## src/rtl/video_timing_if.sv

```systemverilog
// Raster timing bundle from video_timing_gen to the output stage and pixel fetch logic.
interface video_timing_if #(
    parameter int unsigned HRES_W  = 10,
    parameter int unsigned VRES_W  = 10,
    parameter int unsigned FRAME_W = 8
);
    logic [HRES_W-1:0]  h_count_o;
    logic [VRES_W-1:0]  v_count_o;
    logic [FRAME_W-1:0] frame_count_o;
    logic               v_visible_o;
    logic               dv_de_o;
    logic               hsync_o;
    logic               vsync_o;
    logic               end_of_line_o;
    logic               end_of_frame_o;
    logic               line_irq_o;

    modport master (
        output h_count_o, v_count_o, frame_count_o, v_visible_o, dv_de_o,
               hsync_o, vsync_o, end_of_line_o, end_of_frame_o, line_irq_o
    );
    modport slave (
        input  h_count_o, v_count_o, frame_count_o, v_visible_o, dv_de_o,
               hsync_o, vsync_o, end_of_line_o, end_of_frame_o, line_irq_o
    );
endinterface

```

## src/rtl/video_timing_gen.sv

```systemverilog
// Parametrised raster timing generator; blanking first on each line, visible lines first per frame.
// Optional raster-line compare strobe enabled by defining VIDEO_TIMING_LINE_IRQ_EN.
module video_timing_gen #(
    parameter int unsigned H_VISIBLE  = 640,
    parameter int unsigned H_FRONT    = 16,
    parameter int unsigned H_SYNC     = 96,
    parameter int unsigned H_BACK     = 48,
    parameter int unsigned V_VISIBLE  = 480,
    parameter int unsigned V_FRONT    = 10,
    parameter int unsigned V_SYNC     = 2,
    parameter int unsigned V_BACK     = 33,
    parameter bit          H_SYNC_POL = 1'b0,
    parameter bit          V_SYNC_POL = 1'b0,
    parameter int unsigned HRES_W     = 10,
    parameter int unsigned VRES_W     = 10,
    parameter int unsigned FRAME_W    = 8
) (
    input  logic              clk,
    input  logic              reset_i,
    input  logic              run_i,
    input  logic [VRES_W-1:0] line_cmp_i,
    video_timing_if.master    vt_o
);
    localparam int unsigned H_TOTAL = H_FRONT + H_SYNC + H_BACK + H_VISIBLE;
    localparam int unsigned V_TOTAL = V_VISIBLE + V_FRONT + V_SYNC + V_BACK;

    localparam logic [HRES_W-1:0] H_END_PRE  = HRES_W'(H_FRONT - 1);
    localparam logic [HRES_W-1:0] H_END_SYNC = HRES_W'(H_FRONT + H_SYNC - 1);
    localparam logic [HRES_W-1:0] H_END_POST = HRES_W'(H_FRONT + H_SYNC + H_BACK - 1);
    localparam logic [HRES_W-1:0] H_END      = HRES_W'(H_TOTAL - 1);
    localparam logic [VRES_W-1:0] V_END_VIS  = VRES_W'(V_VISIBLE - 1);
    localparam logic [VRES_W-1:0] V_END_PRE  = VRES_W'(V_VISIBLE + V_FRONT - 1);
    localparam logic [VRES_W-1:0] V_END_SYNC = VRES_W'(V_VISIBLE + V_FRONT + V_SYNC - 1);
    localparam logic [VRES_W-1:0] V_END      = VRES_W'(V_TOTAL - 1);

    typedef enum logic [1:0] {HPreSync, HSync, HPostSync, HVisible} h_state_e;
    typedef enum logic [1:0] {VVisible, VPreSync, VSync, VPostSync} v_state_e;

    h_state_e           h_state_q, h_state_d;
    v_state_e           v_state_q, v_state_d;
    logic [HRES_W-1:0]  h_count_q, h_count_d;
    logic [VRES_W-1:0]  v_count_q, v_count_d;
    logic [FRAME_W-1:0] frame_q, frame_d;
    logic hsync_q, hsync_d, vsync_q, vsync_d, de_q, de_d, vvis_q, vvis_d;
    logic eol_q, eol_d, eof_q, eof_d, irq_q, irq_d;
    logic h_wrap, v_wrap, line_wrap, frame_wrap;

    always_comb begin
        h_wrap     = (h_count_q == H_END);
        v_wrap     = (v_count_q == V_END);
        line_wrap  = run_i & h_wrap;
        frame_wrap = line_wrap & v_wrap;

        h_count_d = h_count_q;
        v_count_d = v_count_q;
        frame_d   = frame_q;
        h_state_d = h_state_q;
        v_state_d = v_state_q;
        eol_d     = eol_q;
        eof_d     = eof_q;

        if (run_i) begin
            h_count_d = h_wrap ? '0 : h_count_q + 1'b1;
            eol_d     = line_wrap;
            eof_d     = frame_wrap;
            unique case (h_state_q)
                HPreSync:  if (h_count_q == H_END_PRE)  h_state_d = HSync;
                HSync:     if (h_count_q == H_END_SYNC) h_state_d = HPostSync;
                HPostSync: if (h_count_q == H_END_POST) h_state_d = HVisible;
                HVisible:  if (h_wrap)                  h_state_d = HPreSync;
                default:                                h_state_d = HPreSync;
            endcase
        end
        if (line_wrap) begin
            v_count_d = v_wrap ? '0 : v_count_q + 1'b1;
            unique case (v_state_q)
                VVisible:  if (v_count_q == V_END_VIS)  v_state_d = VPreSync;
                VPreSync:  if (v_count_q == V_END_PRE)  v_state_d = VSync;
                VSync:     if (v_count_q == V_END_SYNC) v_state_d = VPostSync;
                VPostSync: if (v_wrap)                  v_state_d = VVisible;
                default:                                v_state_d = VVisible;
            endcase
        end
        if (frame_wrap) frame_d = frame_q + 1'b1;

        // Outputs are registered from next state so they line up with the counters.
        hsync_d = (h_state_d == HSync) ? H_SYNC_POL : ~H_SYNC_POL;
        vsync_d = (v_state_d == VSync) ? V_SYNC_POL : ~V_SYNC_POL;
        vvis_d  = (v_state_d == VVisible);
        de_d    = (h_state_d == HVisible) && vvis_d;
    end

`ifdef VIDEO_TIMING_LINE_IRQ_EN
    always_comb begin
        irq_d = irq_q;
        if (run_i) irq_d = line_wrap && (v_count_d == line_cmp_i);
    end
`else
    logic unused_line_cmp;
    assign unused_line_cmp = ^line_cmp_i;
    assign irq_d = 1'b0;
`endif

    always_ff @(posedge clk or posedge reset_i) begin
        if (reset_i) begin
            h_state_q <= HPreSync;
            v_state_q <= VVisible;
            h_count_q <= '0;
            v_count_q <= '0;
            frame_q   <= '0;
            hsync_q   <= ~H_SYNC_POL;
            vsync_q   <= ~V_SYNC_POL;
            de_q      <= 1'b0;
            vvis_q    <= 1'b1;
            eol_q     <= 1'b0;
            eof_q     <= 1'b0;
            irq_q     <= 1'b0;
        end else begin
            h_state_q <= h_state_d;
            v_state_q <= v_state_d;
            h_count_q <= h_count_d;
            v_count_q <= v_count_d;
            frame_q   <= frame_d;
            hsync_q   <= hsync_d;
            vsync_q   <= vsync_d;
            de_q      <= de_d;
            vvis_q    <= vvis_d;
            eol_q     <= eol_d;
            eof_q     <= eof_d;
            irq_q     <= irq_d;
        end
    end

    assign vt_o.h_count_o      = h_count_q;
    assign vt_o.v_count_o      = v_count_q;
    assign vt_o.frame_count_o  = frame_q;
    assign vt_o.v_visible_o    = vvis_q;
    assign vt_o.dv_de_o        = de_q;
    assign vt_o.hsync_o        = hsync_q;
    assign vt_o.vsync_o        = vsync_q;
    assign vt_o.end_of_line_o  = eol_q;
    assign vt_o.end_of_frame_o = eof_q;
    assign vt_o.line_irq_o     = irq_q;
endmodule
```

## src/flat_wrapper.sv

```systemverilog
// flat-port wrapper written by rule: the top's interface ports become plain ports
module video_timing_gen_flat 
#(
    parameter int unsigned H_VISIBLE  = 640,
    parameter int unsigned H_FRONT    = 16,
    parameter int unsigned H_SYNC     = 96,
    parameter int unsigned H_BACK     = 48,
    parameter int unsigned V_VISIBLE  = 480,
    parameter int unsigned V_FRONT    = 10,
    parameter int unsigned V_SYNC     = 2,
    parameter int unsigned V_BACK     = 33,
    parameter bit          H_SYNC_POL = 1'b0,
    parameter bit          V_SYNC_POL = 1'b0,
    parameter int unsigned HRES_W     = 10,
    parameter int unsigned VRES_W     = 10,
    parameter int unsigned FRAME_W    = 8
)
  (clk, reset_i, run_i, line_cmp_i, vt_o_h_count_o, vt_o_v_count_o, vt_o_frame_count_o, vt_o_v_visible_o, vt_o_dv_de_o, vt_o_hsync_o, vt_o_vsync_o, vt_o_end_of_line_o, vt_o_end_of_frame_o, vt_o_line_irq_o);
  video_timing_if #(.HRES_W(HRES_W), .VRES_W(VRES_W), .FRAME_W(FRAME_W)) vt_o_i ();
  input  logic clk;
  input  logic reset_i;
  input  logic run_i;
  input  logic [VRES_W-1:0] line_cmp_i;
  output wire logic [$bits(vt_o_i.h_count_o)-1:0] vt_o_h_count_o;
  output wire logic [$bits(vt_o_i.v_count_o)-1:0] vt_o_v_count_o;
  output wire logic [$bits(vt_o_i.frame_count_o)-1:0] vt_o_frame_count_o;
  output wire logic [$bits(vt_o_i.v_visible_o)-1:0] vt_o_v_visible_o;
  output wire logic [$bits(vt_o_i.dv_de_o)-1:0] vt_o_dv_de_o;
  output wire logic [$bits(vt_o_i.hsync_o)-1:0] vt_o_hsync_o;
  output wire logic [$bits(vt_o_i.vsync_o)-1:0] vt_o_vsync_o;
  output wire logic [$bits(vt_o_i.end_of_line_o)-1:0] vt_o_end_of_line_o;
  output wire logic [$bits(vt_o_i.end_of_frame_o)-1:0] vt_o_end_of_frame_o;
  output wire logic [$bits(vt_o_i.line_irq_o)-1:0] vt_o_line_irq_o;
  assign vt_o_h_count_o = vt_o_i.h_count_o;
  assign vt_o_v_count_o = vt_o_i.v_count_o;
  assign vt_o_frame_count_o = vt_o_i.frame_count_o;
  assign vt_o_v_visible_o = vt_o_i.v_visible_o;
  assign vt_o_dv_de_o = vt_o_i.dv_de_o;
  assign vt_o_hsync_o = vt_o_i.hsync_o;
  assign vt_o_vsync_o = vt_o_i.vsync_o;
  assign vt_o_end_of_line_o = vt_o_i.end_of_line_o;
  assign vt_o_end_of_frame_o = vt_o_i.end_of_frame_o;
  assign vt_o_line_irq_o = vt_o_i.line_irq_o;
  video_timing_gen #(.H_VISIBLE(H_VISIBLE), .H_FRONT(H_FRONT), .H_SYNC(H_SYNC), .H_BACK(H_BACK), .V_VISIBLE(V_VISIBLE), .V_FRONT(V_FRONT), .V_SYNC(V_SYNC), .V_BACK(V_BACK), .H_SYNC_POL(H_SYNC_POL), .V_SYNC_POL(V_SYNC_POL), .HRES_W(HRES_W), .VRES_W(VRES_W), .FRAME_W(FRAME_W)) u_core (.clk(clk), .reset_i(reset_i), .run_i(run_i), .line_cmp_i(line_cmp_i), .vt_o(vt_o_i));
endmodule
```

## config.mk

```make
export PLATFORM = sky130hd
export DESIGN_NAME = video_timing_gen_flat
export DESIGN_NICKNAME = d
export VERILOG_FILES = /design/src/rtl/video_timing_if.sv /design/src/rtl/video_timing_gen.sv /design/src/flat_wrapper.sv
export SDC_FILE = /design/constraint.sdc
export NUM_CORES = 1
export LEC_CHECK = 0
export ABC_AREA = 1
export CORE_UTILIZATION = 45
export DETAILED_ROUTE_END_ITERATION = 8
export PLACE_DENSITY = 0.86
export SYNTH_ARGS = -nofsm -noshare
export SYNTH_HDL_FRONTEND = slang
export SYNTH_SLANG_ARGS = --single-unit
```

## constraint.sdc

```tcl
create_clock -name clk -period 1.5 [get_ports clk]
set_input_delay 0.225 -clock clk [delete_from_list [all_inputs] [get_ports clk]]
set_output_delay 0.225 -clock clk [all_outputs]
set_load 0.01 [all_outputs]
```

### Yosys cells after proc, flatten, opt, wreduce, memory -nomap -nowiden

Index checks and enable logic that the tools add are counted.

* word-level logic and storage cells: 53
* flip-flop bits (word level): 38
* output and inout port bits: 35
* input port bits: 13

* reductions and logical operators: 4
* mux-type cells: 16
* equality and inequality tests: 17
* add/sub/neg operators: 3
* bitwise operators: 2

Operators with widths (number)
* $eq A10 B9 Y1 const B: 3
* $add A10 B1 Y10 const B: 2
* $eq A10 B10 Y1 const B: 2
* $mux W10: 2
* $mux W2: 10
* $pmux W2 S4: 2
* $eq A2 B2 Y1 const B: 6
* $eq A10 B4 Y1 const B: 1
* $eq A10 B7 Y1 const B: 1
* $eq A10 B8 Y1 const B: 1
* $add A8 B1 Y8 const B: 1
* $eq A2 B1 Y1 const B: 3
* $logic_not A2 Y1: 3
* $and A1 B1 Y1: 2
* $mux W1: 2
* $logic_and A1 B1 Y1: 1

### Longest topological paths before layout

* depth in word-level cells: 6
* depth in mapped cells: 10

### Worst setup path before layout

OpenSTA, ideal clock, no wires.

* kind: reg2reg
* start: reg u_core.v_count_q[0], in the netlist u_core.vt_o.v_count_o[0]
* end: reg u_core.frame_q[5], in the netlist u_core.vt_o.frame_count_o[5]
* setup slack: -0.123 ns
* arrival: 1.499 ns
* library setup time: 0.124 ns
* buffers on the path: 0
* stages on the path, launching flop included: 9
* data required time: 1.376 ns
* cells stage by stage: dfrtp_1 -> inv_1 -> ha_1 -> nand2_1 -> nor2_1 -> nand3_2 -> nor2_4 -> nand4_1 -> xor2_1

* word-level cells in the longest chain between the ends: 2

RTL lines
* start: declaration: RTL line video_timing_gen.sv:42 `logic [VRES_W-1:0] v_count_q, v_count_d;`
* start signal: assignment: RTL line video_timing_gen.sv:122 `v_count_q <= v_count_d;`
* $eq A10 B10 Y1: RTL line video_timing_gen.sv:50 `v_wrap = (v_count_q == V_END);`
* $and A1 B1 Y1: RTL line video_timing_gen.sv:52 `frame_wrap = line_wrap & v_wrap;`
* end signal: assignment: RTL line video_timing_gen.sv:123 `frame_q <= frame_d;`
* end: declaration: RTL line video_timing_gen.sv:43 `logic [FRAME_W-1:0] frame_q, frame_d;`

Every way passes these cells.
A chain may end at the register's enable or synchronous reset.

### Worst setup path in the final report

* start: reg u_core.v_count_q[6], in the netlist u_core.vt_o.v_count_o[6]
* end: reg u_core.de_q, in the netlist u_core.vt_o.dv_de_o

* word-level cells in the longest chain between the ends: 6
* elaborated cells on any way between the ends: 12

RTL lines
* $eq A10 B10 Y1, or another cell as far along: RTL line video_timing_gen.sv:50
* $mux W2, on equally long branches
* $pmux W2 S4 (*): RTL line video_timing_gen.sv:76 `unique case (v_state_q)`
* $mux W2 (*): RTL line video_timing_gen.sv:74 `if (line_wrap) begin`
* $logic_not A2 Y1 (*): RTL line video_timing_gen.sv:89 `vvis_d = (v_state_d == VVisible);`
* $logic_and A1 B1 Y1 (*): RTL line video_timing_gen.sv:90 `de_d = (h_state_d == HVisible) && vvis_d;`
* net u_core.de_d: RTL line video_timing_gen.sv:44 `logic hsync_q, hsync_d, vsync_q, vsync_d, de_q, de_d, vvis_q, vvis_d;`
* end signal: assignment: RTL line video_timing_gen.sv:113 `de_q <= 1'b0;`
* end signal: assignment: RTL line video_timing_gen.sv:126 `de_q <= de_d;`
* end: declaration: RTL line video_timing_gen.sv:44

The timed path passes the listed nets; every way through them passes the cells marked *.

==> flow_summary.json <==
{
  "cts_max_path_buffers": 2,
  "clockPowerShare_pct": 20.1,
  "vias": 2350,
  "ys_types": 30,
  "period_share_pct": 107.6,
  "num_rows": 24,
  "pwr-share-comb_pct": 42.9,
  "initial_utilization_pct": 48.32,
  "drtAntennaViolNets": 0,
  "final_nets": 385,
  "required_ns": 1.73,
  "seqPwrFrac_pct": 37.0,
  "avgSynthCellArea_um2": 8.098,
  "async_flop_share_pct": 100.0,
  "track_usage_pct": 24.36,
  "dieArea_um2": 5086,
  "post-route-min-period_ns": 1.614,
  "grt_overflow_total": 0,
  "antenna_cells": 0,
  "numCtsBuffers": 5,
  "arrival_ns": 1.85,
  "netlist_instances": 267,
  "vdd_drop_max_uv": 966.1,
  "drt_iter0_drc": 119,
  "netlist_area_um2": 2162,
  "synth_edf_count": 0,
  "grt_pass1_vias": 2200,
  "routed_wirelength_mm": 6.942,
  "die_x_um": 71.32,
  "dr.pass1.iters": 4,
  "htree_levels": 2,
  "holdCritPathClass": "input port to async pin",
  "clock-sinks": 38,
  "mappedNetlistNets": 285,
  "clkTransAtPathRegs_ns": 0.08,
  "setup_viol": 19,
  "synth_top_flop_cell": "dfrtp_1",
  "place_hpwl_mm": 3.736,
  "cts-root-buf": "clkbuf_8",
  "yosysSeqAreaShare_pct": 44.16,
  "cp-end-kind": "flop",
  "avgRoutedWirePerCell_um": 16.53,
  "yosys_warnings": 0,
  "grt_antenna_before_repair": 0,
  "switching_share_pct": 38.11,
  "r2r_slack_ns": -0.11,
  "slew_violations": 0,
  "drive_gt1_share_pct": 36.68,
  "cts_tree": "yes",
  "area_delta_synth_final_pct": 56.31,
  "fp.dieH_um": 71.32,
  "status": "complete, but fails checks",
  "worstSetupPathType": "flop to flop",
  "clk_latency_ns": 0.30,
  "drc": 0,
  "violations": "negative setup slack",
  "powerDensity_nw_per_um2": 1020,
  "viasPerCell": 5.595,
  "grt_start_max_net_pins": 39,
  "startpoint_type": "flop",
  "fin_util_pct": 75.53,
  "finalWeightedCongestion": 0.8623,
  "cap_violations": 0,
  "stdcell_count": 420,
  "grt_pass1_wl_mm": 9.591,
  "intPower_w": 0.002133,
  "coreArea_um2": 4474,
  "p_leak_nw": 1.712,
  "worst-path-max-fanout": 3,
  "ctsHoldBuffers": 0,
  "yosys_register_bits": 38,
  "pin_count": 48,
  "skew_ns": 0.006997,
  "setup_ws_ns": -0.1138,
  "rsz0062_at_grt": "true",
  "p_sw_w": 0.001313,
  "fmax_mhz": 619.6,
  "power_w": 0.003446,
  "final-hold-violation-count": 0,
  "dp.cells": 391,
  "port_buffers": 36
}
repair_timing:
action / in CTS / in global routing
endpoints found under the setup margin: 39 / 40
gates resized for setup: 40 / 48
gates cloned: 0 / 0
buffers inserted: 10 / 12
pin swaps: 10 / 19
power by group through the flow:
stage | Combinational [W] | Sequential [W] | Clock [W]
floorplan | 0.000473 | 0.00138 | 0
global placement | 0.00110 | 0.00128 | 0
detailed placement | 0.00114 | 0.00130 | 0
CTS | 0.00129 | 0.00126 | 0.000701
global route | 0.00158 | 0.00128 | 0.000738
finish | 0.00148 | 0.00127 | 0.000693
path summary, 6_finish.rpt:
kind	from	to	depth (start not counted)
setup / recovery	u_core.vt_o.v_count_o[6]	u_core.vt_o.dv_de_o	8
hold / removal	reset_i	u_core.vt_o.frame_count_o[1]	3
setup reg to reg	u_core.vt_o.v_count_o[6]	u_core.vt_o.dv_de_o	8
hold reg to reg	u_core.vt_o.end_of_frame_o	u_core.vt_o.end_of_frame_o	2
max in group asynchronous	reset_i	u_core.vt_o.vsync_o	3
min in group clk	run_i	u_core.vt_o.h_count_o[0]	2
metal layers:
layer / global-route usage [%] / part of all wire [%] / up-vias / wire [µm]
met1: 27.93 / 38 / 1146 / 2650
met5: 0 / 0 / - / 0
met3: 5.204 / 6.2 / 39 / 431
li1: - / - / 1052 / -
met4: 14.22 / 5.0 / 0 / 349
met2: 42.01 / 51 / 113 / 3511
cells in the mapped netlist, types with 2 or more instances:
| master | n | share of area (%) |
|---|---|---|
| a21oi_1 | 9 | 2.1 |
| nand4_2 | 2 | 1.2 |
| nand2_1 | 63 | 11 |
| nor2_2 | 5 | 1.4 |
| nand4_1 | 9 | 2.6 |
| xnor2_1 | 5 | 2.0 |
| nand3_2 | 4 | 1.9 |
| dfstp_2 | 3 | 3.6 |
| inv_1 | 37 | 6.4 |
| xor2_1 | 8 | 3.2 |
| nor2_4 | 6 | 3.1 |
| dfrtp_1 | 35 | 41 |
| nor2_1 | 25 | 4.3 |
| o21ai_0 | 9 | 2.1 |
| ha_1 | 5 | 2.9 |
| nand3_1 | 16 | 3.7 |
| nor3_1 | 9 | 2.1 |
| inv_2 | 5 | 0.87 |
flip-flops by register name (all words and copies together) (netlist names), 2 cells and up:
name / count
u_core.v_state_q: 2
u_core.vt_o.v_count_o: 10
u_core.h_state_q: 2
u_core.vt_o.frame_count_o: 8
u_core.vt_o.h_count_o: 10
critical path, stage by stage (launching register included):
cell,delay [ns]
dfrtp_1,0.40
buf_4,0.15
nor2_1,0.26
nand4_1,0.23
nand2_1,0.13
nand2_1,0.07
nand3_2,0.11
nand3_2,0.11
nor2_2,0.08
stage by stage:
step	setup TNS, ns	worst slack [ns]	cell area [µm²]	hold slack (ns)
6_report	-0.7643	-0.1138	3379	0.2802
5_1_grt	-2.909	-0.2175	3379	0.3085
4_1_cts	-0.09923	-0.04797	3120	0.2927
3_5_place_dp	-5.593	-0.2805	2918	0.4854
3_3_place_gp	-4.470	-0.2202	2918	0.4704
2_1_floorplan	-0.03393	-0.01759	2207	0.4150
logic make-up after synthesis:
group                      Yosys count  synth area share [%]
and+or+nand+nor                    145                 33.97
xor gates and xnor gates            13                 5.266
adders and majority gates            5                 2.894
AOI/OAI and AO/OA                   20                 4.745
DFF                                 38                 44.16
other                                1                0.1734
buffers and inverters               45                 8.796
final cells by class:
type	instances	area, µm²
Sequential cell	38	962.2
Fill cell	279	1095
Inverter	42	166.4
Multi-Input combinational cell	184	1245
Clock buffer	6	72.57
Timing Repair Buffer	96	858.3
Clock inverter	2	10.01
Tap cell	52	65.06
placed cells by master (no fill, tap or decap), drive strengths merged, types with 8 or more instances in the layout:
cell type and instances:
a21oi 9, buf 60, clkdlybuf4s50 11, dfrtp 35, dlygate4sd2 18, inv 41, nand2 65, nand3 20
nand4 11, nor2 37, nor3 9, o21ai 10, xor2 8
Note: power is estimated with default switching activity, not from simulation.
